<file path="src/rtl/fifo_pointer_ctrl.sv">
// One side of an asynchronous FIFO: binary/Gray pointer, RAM bit address, and
// occupancy/flags computed against the other domain's synchronised Gray pointer.
module fifo_pointer_ctrl #(
    parameter int DATA_WIDTH       = 8,
    parameter int DEPTH            = 8,
    parameter bit IS_WRITE_SIDE    = 1'b1,
    parameter int ALMOST_THRESHOLD = 2,
    localparam int AW  = $clog2(DEPTH),
    localparam int ADW = $clog2(DATA_WIDTH * DEPTH)
) (
    input  logic          clk,
    input  logic          reset,
    input  logic          enable,
    input  logic          clear,
    input  logic [AW:0]   remote_pointer_gray,
    output logic          accepted,
    output logic [AW-1:0] pointer,
    output logic [ADW-1:0] address,
    output logic [AW:0]   pointer_gray,
    output logic [AW:0]   level,
    output logic          flag,
    output logic          almost_flag
);

    if (DEPTH < 2 || (DEPTH & (DEPTH - 1)) != 0) begin : g_bad_depth
        $error("fifo_pointer_ctrl: DEPTH must be a power of two and at least 2");
    end
    if (ALMOST_THRESHOLD < 0 || ALMOST_THRESHOLD > DEPTH) begin : g_bad_threshold
        $error("fifo_pointer_ctrl: ALMOST_THRESHOLD must lie in 0..DEPTH");
    end

    localparam logic [ADW-1:0] ADDR_STEP          = ADW'(DATA_WIDTH);
    localparam logic [ADW-1:0] ADDR_LAST          = ADW'(DATA_WIDTH * (DEPTH - 1));
    localparam logic [AW:0]    FULL_LEVEL         = (AW + 1)'(DEPTH);
    localparam logic [AW:0]    ALMOST_FULL_LEVEL  = (AW + 1)'(DEPTH - ALMOST_THRESHOLD);
    localparam logic [AW:0]    ALMOST_EMPTY_LEVEL = (AW + 1)'(ALMOST_THRESHOLD);

    logic [AW:0]    bin;
    logic [AW:0]    next_bin;
    logic [AW:0]    remote_bin;
    logic [ADW-1:0] flush_address;
    logic           flush;

    // Each binary bit is the XOR of all Gray bits at or above it.
    always_comb begin
        // NOTE: every combinational output gets a default first so no path can infer a latch.
        remote_bin = '0;
        for (int i = 0; i <= AW; i++) begin
            remote_bin[i] = ^(remote_pointer_gray >> i);
        end
    end

    always_comb begin
        if (IS_WRITE_SIDE) begin
            level       = bin - remote_bin;
            flag        = (level == FULL_LEVEL);
            almost_flag = (level >= ALMOST_FULL_LEVEL);
        end else begin
            level       = remote_bin - bin;
            flag        = (level == '0);
            almost_flag = (level <= ALMOST_EMPTY_LEVEL);
        end
    end

    assign flush         = !IS_WRITE_SIDE && clear;
    assign accepted      = enable && !flag && !flush;
    assign next_bin      = bin + 1'b1;
    assign flush_address = ADW'(remote_bin[AW-1:0] * DATA_WIDTH);
    assign pointer       = bin[AW-1:0];

    always_ff @(posedge clk or negedge reset) begin
        if (!reset) begin
            // NOTE: sequential state uses non-blocking assignments so every register samples pre-edge values.
            bin          <= '0;
            address      <= '0;
            pointer_gray <= '0;
        end else if (flush) begin
            bin          <= remote_bin;
            address      <= flush_address;
            pointer_gray <= remote_pointer_gray;
        end else if (accepted) begin
            bin          <= next_bin;
            // Address runs as its own counter so the increment path needs no multiplier.
            address      <= (address == ADDR_LAST) ? '0 : address + ADDR_STEP;
            pointer_gray <= next_bin ^ (next_bin >> 1);
        end
    end

endmodule

</file>
<file path="config.mk">
export PLATFORM = sky130hd
export DESIGN_NAME = fifo_pointer_ctrl
export DESIGN_NICKNAME = d
export VERILOG_FILES = /design/src/rtl/fifo_pointer_ctrl.sv
export SDC_FILE = /design/constraint.sdc
export NUM_CORES = 1
export LEC_CHECK = 0
export ABC_AREA = 1
export BUFFER_PORTS_ARGS = -buffer_cell sky130_fd_sc_hd__buf_4
export CORE_ASPECT_RATIO = 1.4
export CORE_MARGIN = 4
export CORE_UTILIZATION = 40
export CTS_CLUSTER_DIAMETER = 120
export DETAILED_ROUTE_END_ITERATION = 10
export PLACE_DENSITY_LB_ADDON = 0.3
export SLEW_MARGIN = 40
export SYNTH_ARGS = -nofsm -noshare
export SYNTH_HDL_FRONTEND = slang
export SYNTH_SLANG_ARGS = --single-unit
</file>
<file path="constraint.sdc">
create_clock -name clk -period 6.6 [get_ports clk]
set_input_delay 0.99 -clock clk [delete_from_list [all_inputs] [get_ports clk]]
set_output_delay 0.99 -clock clk [all_outputs]
set_load 0.03 [all_outputs]
</file>
# [Yosys cells after proc, flatten, opt, wreduce, memory -nomap -nowiden]
# Cells that the tools add are included.
[classes] eq_ne=2 mux=1 n_reduce_logical=6 order_cmp=1 n_addsub=3 bitwise_logic=1
[op_table] cell="$reduce_xor A4 Y1" count=4
[op_table] cell="$add A6 B4 Y6 const B" count=1
[op_table] cell="$eq A6 B6 Y1 const B" count=1
[op_table] cell="$mux W6" count=1
[op_table] cell="$add A4 B1 Y4 const B" count=1
[op_table] cell="$eq A4 B4 Y1 const B" count=1
[op_table] cell="$ge A4 B3 Y1 const B" count=1
[op_table] cell="$sub A4 B4 Y4" count=1
[op_table] cell="$xor A4 B3 Y4" count=1
[op_table] cell="$logic_and A1 B1 Y1" count=1
[op_table] cell="$logic_not A1 Y1" count=1
[word_totals] output_inout_bits=20 ff_bits=14 word_cells=17 inputBits=8

# [Logic depth before layout (Yosys ltp)]
[depth] depth_word=5 mapped_depth=15 depth_no_buf=14

# [Worst setup path after synthesis]
# OpenSTA, ideal clock, no wires.
[synth_timing] path_kind="input to output" from="in remote_pointer_gray[3]" to="out flag" t_arrival_ps=3121 slack_ps=2489 cell_stages=11 n_path_buf=1 path_cell_list="xnor2_1 -> xnor2_1 -> inv_1 -> ha_1 -> inv_1 -> fa_1 -> or2_0 -> nor2_1 -> nand3_2 -> buf_2 -> inv_1"
[synth_via] elab_chain_cells=3 elab_cells_between_ends=6
[synth_lines] item="from (decl)" line_no="15" text="input logic [AW:0] remote_pointer_gray,"
[synth_lines] item="$reduce_xor A4 Y1" line_no="49" text="remote_bin[i] = ^(remote_pointer_gray >> i);"
[synth_lines] item="$sub A4 B4 Y4 (*)" line_no="55" text="level = bin - remote_bin;"
[synth_lines] item="via level[1]" line_no="20" text="output logic [AW:0] level,"
[synth_lines] item="$eq A4 B4 Y1 (*)" line_no="56" text="flag = (level == FULL_LEVEL);"
[synth_lines] item="to (decl)" line_no="21" text="output logic flag,"
# The timed path passes the listed nets; every way through them passes the cells marked *.

# [Final worst setup path]
[layout_timing] from="in remote_pointer_gray[3]" to="out accepted"
[layout_via] elab_chain_cells=5 elab_cells_between_ends=8
[layout_lines] item="$reduce_xor A4 Y1" line_no="49"
[layout_lines] item="$sub A4 B4 Y4 (*)" line_no="55"
[layout_lines] item="$eq A4 B4 Y1 (*)" line_no="56"
[layout_lines] item="$logic_not A1 Y1 (*)" line_no="66" text="assign accepted = enable && !flag && !flush;"
[layout_lines] item="$logic_and A1 B1 Y1 (*)" line_no="66"
[layout_lines] item="to (decl)" line_no="16" text="output logic accepted,"
# Every way passes the cells marked *; elsewhere a longest branch is shown, timed or not.

==> out/results.ini <==
[clock_network]
cts-root-buf=clkbuf_4
htree_levels=1
numCtsBuffers=3
cts.sink_count=10
cts_tree=built
clkSlewWorstSetupHoldPaths_ns=0.07
clock_latency_ns=0.27
cts.path.max_buffers=2
holdBufCountCts=0
cts_setup_buffers=0
cts-resized-gates=0

[worst_hold_path]
hp-class=flop to flop
min_from=pointer_gray[2]$_DFFE_PN0P_
min_path_cells=2

[synthesis]
synth_warnings=0
async_reset_ff_frac=1.000
synth_area_leaders=dfrtp_1, nand2_1, nand3_1
ys_ff_latch=10
yosys.cell_types.count=20
syn_area_um2=752.0
synthMostInstantiatedCell=nand2_1
synthCells=100
synth_enable_flop_cells=0
synthTopCellsByCount=nand2_1, nand3_1, inv_1, dfrtp_1, xnor2_1
synth_top_area_share=0.3328
syn_area_per_cell_um2=7.520
yosys.area.top_type=dfrtp_1
ys.flop_type=dfrtp_1
yosysSeqAreaShare=0.3328

[grt]
top_usage_layer=met2
antenna_found_initial=0
grt_pass1_wl_um=2863
grt.total_usage=0.1461
met3_usage=0.02736
use_met2=0.2526
grt_util_met1=0.1588
grt_start_max_net_pins=13
grt_overflow=0
grt_pass1_vias=673

[routing]
drt_iter0_drc=7
vias=706
vias_per_cell=4.937
wirelength_um=1588
detail-route-antenna-nets=0
first_pass_iters=4
drc=0
wl_per_cell_um=11.10

[sta]
period_needed_ns=4.467
final-max-slew-violation-count=0
tns_ns=0
min_period_over_period=0.6768
max_clock_freq_ghz=0.2239
final_hold_viol_count=0
setup_viol=0
rsz0062_at_grt=false
fin_skew_ns=0.003392

[layout]
fillers=175
layout-drive-gt1-share=0.2439
regArea_um2=250.2
multi_input_area_um2=420.4
finalInstanceArea_um2=949.7
fin_nets=138
num_antenna_cells=0
syn2layout_area_growth_pct=26.29

[worst_setup_path]
max_stage_delay_ns=0.45
startpoint_type=input pin
r2r_end=pointer_gray[3]$_DFFE_PN0P_
critPathCapture=accepted
rrSetupSlack_ns=4.19
crit_path_frequent_cell=inv_1
cp-end-kind=primary output
crit_type=input pin to primary output
critical_path.max_fanout=12
cp_cell_sequence=buf_4 > xnor2_1 > xnor2_1 > inv_1 > ha_1 > inv_1 > fa_1 > or2_0 > nor2_1 > nand3_2 > nand2_2 > inv_1 > buf_4
cp.arrival_ns=3.48
r2r_start=bin[0]$_DFFE_PN0P_
cp_slowest_cell=fa_1
reg2reg_depth=10
required_ns=5.61
startpoint=remote_pointer_gray[3]

[status]
status=finished, final reports clean

[floorplanning]
start_util=0.4226
die_h_um=59.30
die_area_um2=2647
rows=18
core-area_um2=1779
io_pins=28
die_x_um=44.65

[place]
placedInstanceArea_um2=913.4
place.gp.congestion=0.7866
port_buffers=23
dp_hpwl_um=1268

[job]
drv_cap=0

## state kept, by name, indices dropped and copies added (netlist names)
signal,flops
pointer_gray,4
address,3
bin,3
## layer usage
metal,vias up,wire [µm]
li1,352,-
met1,328,610
met4,0,47
met3,5,122
met5,-,0
met2,21,807
## worst min-delay path by stage
stage                                        endpoint
after CTS                 pointer_gray[2]$_DFFE_PN0P_
after global routing      pointer_gray[0]$_DFFE_PN0P_
after floorplan           pointer_gray[1]$_DFFE_PN0P_
after global placement    pointer_gray[2]$_DFFE_PN0P_
final                     pointer_gray[2]$_DFFE_PN0P_
after detailed placement  pointer_gray[2]$_DFFE_PN0P_
## worst max-delay path: cells and delay by family
| family | cells | cell delay (ns) |
|---|---|---|
| simple gates | 4 | 0.87 |
| fa+ha+maj | 2 | 0.63 |
| buf+inv | 5 | 0.50 |
| xor+xnor | 2 | 0.48 |
## area by class of cell
cell class | instances | share of cell area
Multi-Input combinational cell | 74 | 0.4427
Tap cell | 20 | 0.02635
Clock buffer | 4 | 0.03821
Timing Repair Buffer | 23 | 0.1818
Inverter | 12 | 0.04743
Sequential cell | 10 | 0.2635
## placed cells by master, fill, tap and decap left out, types with 2 or more instances in the layout
| master | count |
|---|---|
| xnor2_1 | 7 |
| ha_1 | 5 |
| xor2_1 | 2 |
| nor2_1 | 2 |
| clkbuf_4 | 3 |
| conb_1 | 3 |
| buf_4 | 23 |
| nand2_1 | 33 |
| dfrtp_1 | 10 |
| nand3_1 | 14 |
| inv_1 | 12 |
## per-stage QoR
step | worst slack [ns] | hold slack (ns) | cells | util
after floorplan | 2.489 | 0.6461 | 102 | -
after global routing | 1.869 | 0.5162 | 143 | 0.5338
after global placement | 2.173 | 0.4598 | 139 | 0.5134
after detailed placement | 2.087 | 0.4593 | 139 | 0.5134
final | 2.133 | 0.4730 | 143 | 0.5338
after CTS | 2.088 | 0.4768 | 143 | 0.5338
## cell families (layout without fill, tap and decap cells)
kind of cell             count (synthesis)  after routing  synth area share
AND/OR/NAND/NOR                         54             54            0.3145
XOR/XNOR                                 9              9            0.1048
adder cells (fa/ha/maj)                  6              6            0.1098
other                                    1              3          0.004987
buffers and inverters                   18             39            0.1181
AO/OA/AOI/OAI                            2              2           0.01497
flip-flops                              10             10            0.3328
Power is not shown: default switching activity piles up to over one toggle a cycle in this logic, so the estimate is an artifact.
